[config.mk]
export PLATFORM = sky130hd
export DESIGN_NAME = wb_arbiter2
export DESIGN_NICKNAME = d
export VERILOG_FILES = /design/src/rtl/wb_arbiter2.sv
export SDC_FILE = /design/constraint.sdc
export NUM_CORES = 1
export LEC_CHECK = 0
export BUFFER_PORTS_ARGS = -buffer_cell sky130_fd_sc_hd__buf_2
export CAP_MARGIN = 10
export CORE_MARGIN = 1.5
export CORE_UTILIZATION = 28
export CTS_CLUSTER_DIAMETER = 60
export DETAILED_ROUTE_END_ITERATION = 8
export PLACE_DENSITY = 0.86
export SETUP_SLACK_MARGIN = 0.02
export SLEW_MARGIN = 20
export SYNTH_ARGS = -nofsm -noshare
export SYNTH_HDL_FRONTEND = slang
export SYNTH_SLANG_ARGS = --single-unit
[constraint.sdc]
create_clock -name clk_i -period 1.6 [get_ports clk_i]
set_input_delay 0.24 -clock clk_i [delete_from_list [all_inputs] [get_ports clk_i]]
set_output_delay 0.24 -clock clk_i [all_outputs]
set_load 0.01 [all_outputs]
[src/rtl/wb_arbiter2.sv]
// Two-master, one-slave Wishbone classic arbiter with registered round-robin grant,
// burst-long grant hold and a stall watchdog that terminates hung transfers with err.
module wb_arbiter2 #(
    parameter int unsigned ADDR_WIDTH = 23,
    parameter int unsigned DATA_WIDTH = 8,
    parameter int unsigned TIMEOUT    = 15
) (
    input  logic                  clk_i,
    input  logic                  rst_i,
    input  logic                  m0_cyc_i,
    input  logic                  m0_stb_i,
    input  logic                  m0_we_i,
    input  logic [ADDR_WIDTH-1:0] m0_adr_i,
    input  logic [DATA_WIDTH-1:0] m0_dat_i,
    output logic                  m0_ack_o,
    output logic                  m0_err_o,
    output logic                  m0_rty_o,
    output logic [DATA_WIDTH-1:0] m0_dat_o,
    input  logic                  m1_cyc_i,
    input  logic                  m1_stb_i,
    input  logic                  m1_we_i,
    input  logic [ADDR_WIDTH-1:0] m1_adr_i,
    input  logic [DATA_WIDTH-1:0] m1_dat_i,
    output logic                  m1_ack_o,
    output logic                  m1_err_o,
    output logic                  m1_rty_o,
    output logic [DATA_WIDTH-1:0] m1_dat_o,
    output logic                  s_cyc_o,
    output logic                  s_stb_o,
    output logic                  s_we_o,
    output logic [ADDR_WIDTH-1:0] s_adr_o,
    output logic [DATA_WIDTH-1:0] s_dat_o,
    input  logic                  s_ack_i,
    input  logic                  s_err_i,
    input  logic                  s_rty_i,
    input  logic [DATA_WIDTH-1:0] s_dat_i,
    output logic [1:0]            grant_o
);

    localparam int unsigned CNT_W = (TIMEOUT > 0) ? $clog2(TIMEOUT + 1) : 1;

    typedef enum logic [1:0] {IDLE, OWN0, OWN1} state_t;

    state_t           state_q;
    logic [1:0]       grant_q;
    logic             last_q;
    logic [CNT_W-1:0] wd_q;
    logic [CNT_W-1:0] wd_d;
    logic             sel_stb;
    logic             term;
    logic             wd_fire;

    // Slave-side mux and termination routing, selected by the registered grant
    always_comb begin
        sel_stb  = 1'b0;
        s_cyc_o  = 1'b0;
        s_we_o   = 1'b0;
        s_adr_o  = '0;
        s_dat_o  = '0;
        if (grant_q[0]) begin
            sel_stb = m0_stb_i;
            s_cyc_o = m0_cyc_i;
            s_we_o  = m0_we_i;
            s_adr_o = m0_adr_i;
            s_dat_o = m0_dat_i;
        end else if (grant_q[1]) begin
            sel_stb = m1_stb_i;
            s_cyc_o = m1_cyc_i;
            s_we_o  = m1_we_i;
            s_adr_o = m1_adr_i;
            s_dat_o = m1_dat_i;
        end

        term    = s_ack_i | s_err_i | s_rty_i;
        // A slave termination in the deadline cycle beats the forced err
        wd_fire = (TIMEOUT != 0) && (grant_q != 2'b00) && sel_stb && !term
                  && (wd_q == CNT_W'(TIMEOUT));
        s_stb_o = sel_stb & ~wd_fire;

        m0_ack_o = grant_q[0] & s_ack_i;
        m0_err_o = grant_q[0] & (s_err_i | wd_fire);
        m0_rty_o = grant_q[0] & s_rty_i;
        m1_ack_o = grant_q[1] & s_ack_i;
        m1_err_o = grant_q[1] & (s_err_i | wd_fire);
        m1_rty_o = grant_q[1] & s_rty_i;
        m0_dat_o = s_dat_i;
        m1_dat_o = s_dat_i;

        if ((TIMEOUT == 0) || (grant_q == 2'b00) || !sel_stb || term || wd_fire) begin
            wd_d = '0;
        end else begin
            wd_d = wd_q + CNT_W'(1);
        end
    end

    assign grant_o = grant_q;

    // Arbitration FSM: grant held for the whole cyc burst, one idle bubble between owners
    always_ff @(posedge clk_i) begin
        if (rst_i) begin
            state_q <= IDLE;
            grant_q <= 2'b00;
            last_q  <= 1'b1;
            wd_q    <= '0;
        end else begin
            wd_q <= wd_d;
            case (state_q)
                IDLE: begin
                    if (m0_cyc_i && (!m1_cyc_i || last_q)) begin
                        state_q <= OWN0;
                        grant_q <= 2'b01;
                    end else if (m1_cyc_i) begin
                        state_q <= OWN1;
                        grant_q <= 2'b10;
                    end
                end
                OWN0: begin
                    if (!m0_cyc_i) begin
                        state_q <= IDLE;
                        grant_q <= 2'b00;
                        last_q  <= 1'b0;
                    end
                end
                OWN1: begin
                    if (!m1_cyc_i) begin
                        state_q <= IDLE;
                        grant_q <= 2'b00;
                        last_q  <= 1'b1;
                    end
                end
                default: begin
                    state_q <= IDLE;
                    grant_q <= 2'b00;
                end
            endcase
        end
    end

endmodule

==> run summary <==
At the worst endpoint, the required time is 1.36 ns. The logs give 1.34 ns for the arrival time at the worst endpoint and 0.01814 ns for the worst setup slack after layout. Fill cells in the final layout number 300. The tools report the clock tree root driver cell as clkbuf_4.

The die covers 3440 µm². The initialized floorplan defines 20 standard-cell rows. In this run the tool buffered the top-level ports with 114 buffer cells. The maximum clock path buffer count is 2. The critical path startpoint category was a flop.

Summing the sequential cell areas from Yosys gives 16.16% of the chip area. The critical-path cell with the highest stage delay was dfxtp_4. The top-level I/O count was 139; the number of H-tree levels was 1. Dividing the detail-routed wire length by the instance count gives 13.26 µm. The worst setup path is captured at an output port. Summed over its instances, the top area cell type makes up 33.33% of the synthesized netlist area. The run gives 180 as the post-synth net total. In this run the critical register-to-register path is captured at grant_o[0]$_SDFFE_PP0P_. The number of buffers created by CTS is 3, and the layout overhead on the synthesized area is 63.49%. The class of the worst hold path was input pin to flop. The height of the chip is 58.65 µm. Yosys attributes the largest share of cell area to a22o_1 33%, buf_4 20%, dfxtp_1 16%, and2_1 2.9%, nor2_1 2.6%. For the leakage power, the log shows 0.8091 nW. The via-per-instance ratio works out to 5.147.

The routed wire length came out at 3062 µm. The tools report the number of nets in the final layout as 281. The worst-case hold path end point was grant_o[0]$_SDFFE_PP0P_.

The die width works out to 58.65 µm. The worst setup timing slack at the placement stage is 0.1129 ns, and the utilization of the core after routing is 47.21%. Final instance count without filler cells: 231. Number of pins with negative max-slew slack in the final report: 0.

Summed over all instances, the cell type with the most area after synthesis is a22o_1. The logs give 0 for the number of antenna violations at the first check in global routing and 98 for the synthesized instance count. The run finished with clean final reports. The run gives 0 as the final count of negative-setup-slack endpoints.

In the layout the commonest cells are 114 x buf_2, 33 x a22o_1, 6 x nor2_1. The remaining max-slew budget at the tightest pin is 83.09%, and the critical path's largest stage delay is 0.36 ns. Including well taps, the total number of placed cells is 226. The post-route netlist has 68.69% of its cells at a drive strength greater than 1. Entering global routing, the biggest net connects 26 pins. The startpoint identified for the worst register-to-register timing path is grant_o[0]$_SDFFE_PP0P_. The number of antenna diodes in the final layout is 0.

The number of distinct library cells after synthesis is 27. The largest fanout of any net on the critical path is 5, and the power density over the cells is 478.5 nW/µm². In the finished design, the share of the clock period the worst path needs comes to 98.87%. Setup repair after global routing could not meet its margin everywhere. TritonCTS built the clock tree. The number of nets still failing antenna checks after routing is 0. For the post-DP HPWL, the log shows 2475 µm. The tools report the clock latency of the later-clocked register in the worst-skew pair as 0.25 ns. The length of the first detailed-routing pass in iterations came out at 4. Final worst clock skew: 0.0003966 ns. The count of routing violations after the opening detailed-route iteration was 45; the total track usage was 15.83%. The worst hold path begins at rst_i. The routed layout has 1189 vias. The total count of hold-check failures in the final report is 0, and the number of global-route vias before repair is 1015. The setup path with the least slack is of type flop to output port. Routability-driven placement finished with a final weighted congestion of 0.7067.

Along the worst hold path, the cell count comes to 2. The run gives 3003 µm² as the placeable core region. Based on the critical path, the design can be clocked at up to 632.2 MHz.

Leaving out fill and tap cells, the most frequent cell in the layout is buf_2. For the initial standard-cell utilization of the core, the log shows 28.88%. After detailed routing, the number of remaining DRC violations is 0.

For the pin with the worst max-slew slack, the measured transition is 0.2518 ns. Counting cells, the worst reg-to-reg path comes to 4. Across all register-to-register paths, the minimum setup slack is 0.47 ns. The mean post-synth cell area is 8.848 µm². Traced cell by cell, the critical path runs through ha_4 -> and3_4 -> o211ai_1 -> a21oi_1 -> buf_2. Number of warning messages in the yosys log: 0. The global-route wire length before repair came out at 4278 µm.

After synthesis the netlist holds a flip-flop and latch count of 7. Clock period minus worst slack: 1.582 ns. The run gives 0.0003385 V as the peak ir drop on the vdd network. After synthesis the cells add up to 867.1 µm².

Counting every sink on the clock net gives 7. Across the run, the number of max-cap violations was 0. The total congestion overflow was 0. The clock-pin transition on the worst setup and hold timing paths came out at 0.05 ns.

For the final routed database, the setup TNS stands at 0 ns.
-- worst max-delay path, delay by kind of cell (launching register included) --
family	cells	cell delay, ns
adder cells (fa/ha/maj)	1	0.15
flip-flops	1	0.36
AND/OR/NAND/NOR	1	0.21
buffers and inverters	1	0.14
AO/OA/AOI/OAI	2	0.23
-- per-stage QoR --
stage	instance area, µm²	total power, mW	hold slack (ns)
3_3_place_gp	1336	0.5146	0.4604
4_1_cts	1389	0.6845	0.2303
2_1_floorplan	867.1	0.3910	0.3180
6_report	1418	0.6783	0.2362
3_5_place_dp	1336	0.5180	0.4801
5_1_grt	1418	0.7257	0.2349
-- final cells by class --
class	count	area (µm²)	area share (%)
clock buffers	4	26.28	1.853
inverters	2	7.507	0.5296
multi-input cells	66	565.5	39.89
flip-flops and latches	7	152.6	10.77
well taps	33	41.29	2.913
repair buffers	119	624.3	44.04
-- routing by layer --
layer / up-vias / share of wire, % / track usage [%] / routed length [µm]
li1: 567 / - / - / -
met1: 546 / 40 / 18.67 / 1232
met2: 72 / 48 / 27.77 / 1483
met3: 4 / 11 / 4.396 / 325
met4: 0 / 0.69 / 4.870 / 21
met5: - / 0 / 0 / 0
-- power by group --
part	switching, mW	total, mW	internal [mW]
clock	0.0667	0.162	0.0953
combinational	0.154	0.331	0.177
sequential	0.00834	0.185	0.177
total	0.229	0.678	0.449
-- flip-flops by register name, summed over array words and instances, names as in the netlist --
name,cells
wd_q,4
grant_o,2
last_q,1
-- synth_stat cells --
cell type	instances
o211ai_1	1
nor4_4	1
a21oi_1	2
and2_1	4
and3_1	1
inv_1	1
a21o_1	1
and2_2	1
a32o_1	1
dfxtp_1	7
nor3b_2	1
ha_1	1
xnor2_1	1
a22o_1	33
a31oi_1	2
nand2b_1	2
nor3_1	1
nor2_4	1
a311oi_1	1
a311oi_2	1
o21ai_4	1
inv_2	1
nor2_1	6
and3b_1	1
nor4b_1	1
o21bai_1	1
buf_4	23
-- what timing repair did --
action | CTS | global route
gates resized for setup | 9 | 7
hold buffers | 0 | 0
setup endpoints to repair | 27 | 28
pin swaps | 2 | 2
setup buffers | 0 | 1
-- how the worst max path moves through the flow --
stage                     slack [ns]  depth (start not counted)  endpoint                from
final                           0.02                          5  m1_err_o  wd_q[1]$_SDFF_PP0_
after global routing           -0.07                          5  m1_err_o  wd_q[1]$_SDFF_PP0_
after CTS                      0.006                          5  m1_err_o  wd_q[1]$_SDFF_PP0_
after detailed placement        0.11                          5  m1_err_o  wd_q[0]$_SDFF_PP0_
after global placement          0.16                          5  m1_err_o  wd_q[0]$_SDFF_PP0_
after floorplan                 0.23                          4  m1_err_o  wd_q[0]$_SDFF_PP0_
-- kinds of logic after synthesis --
logic type	Yosys count	synth area share, %
buffers and inverters	25	20.78
AND/OR/NAND/NOR	20	16.31
adder cells (fa/ha/maj)	1	1.443
AO/OA/AOI/OAI	44	44.30
XOR/XNOR	1	1.010
flip-flops	7	16.16
No activity file was read; power rests on OpenSTA's default activity.
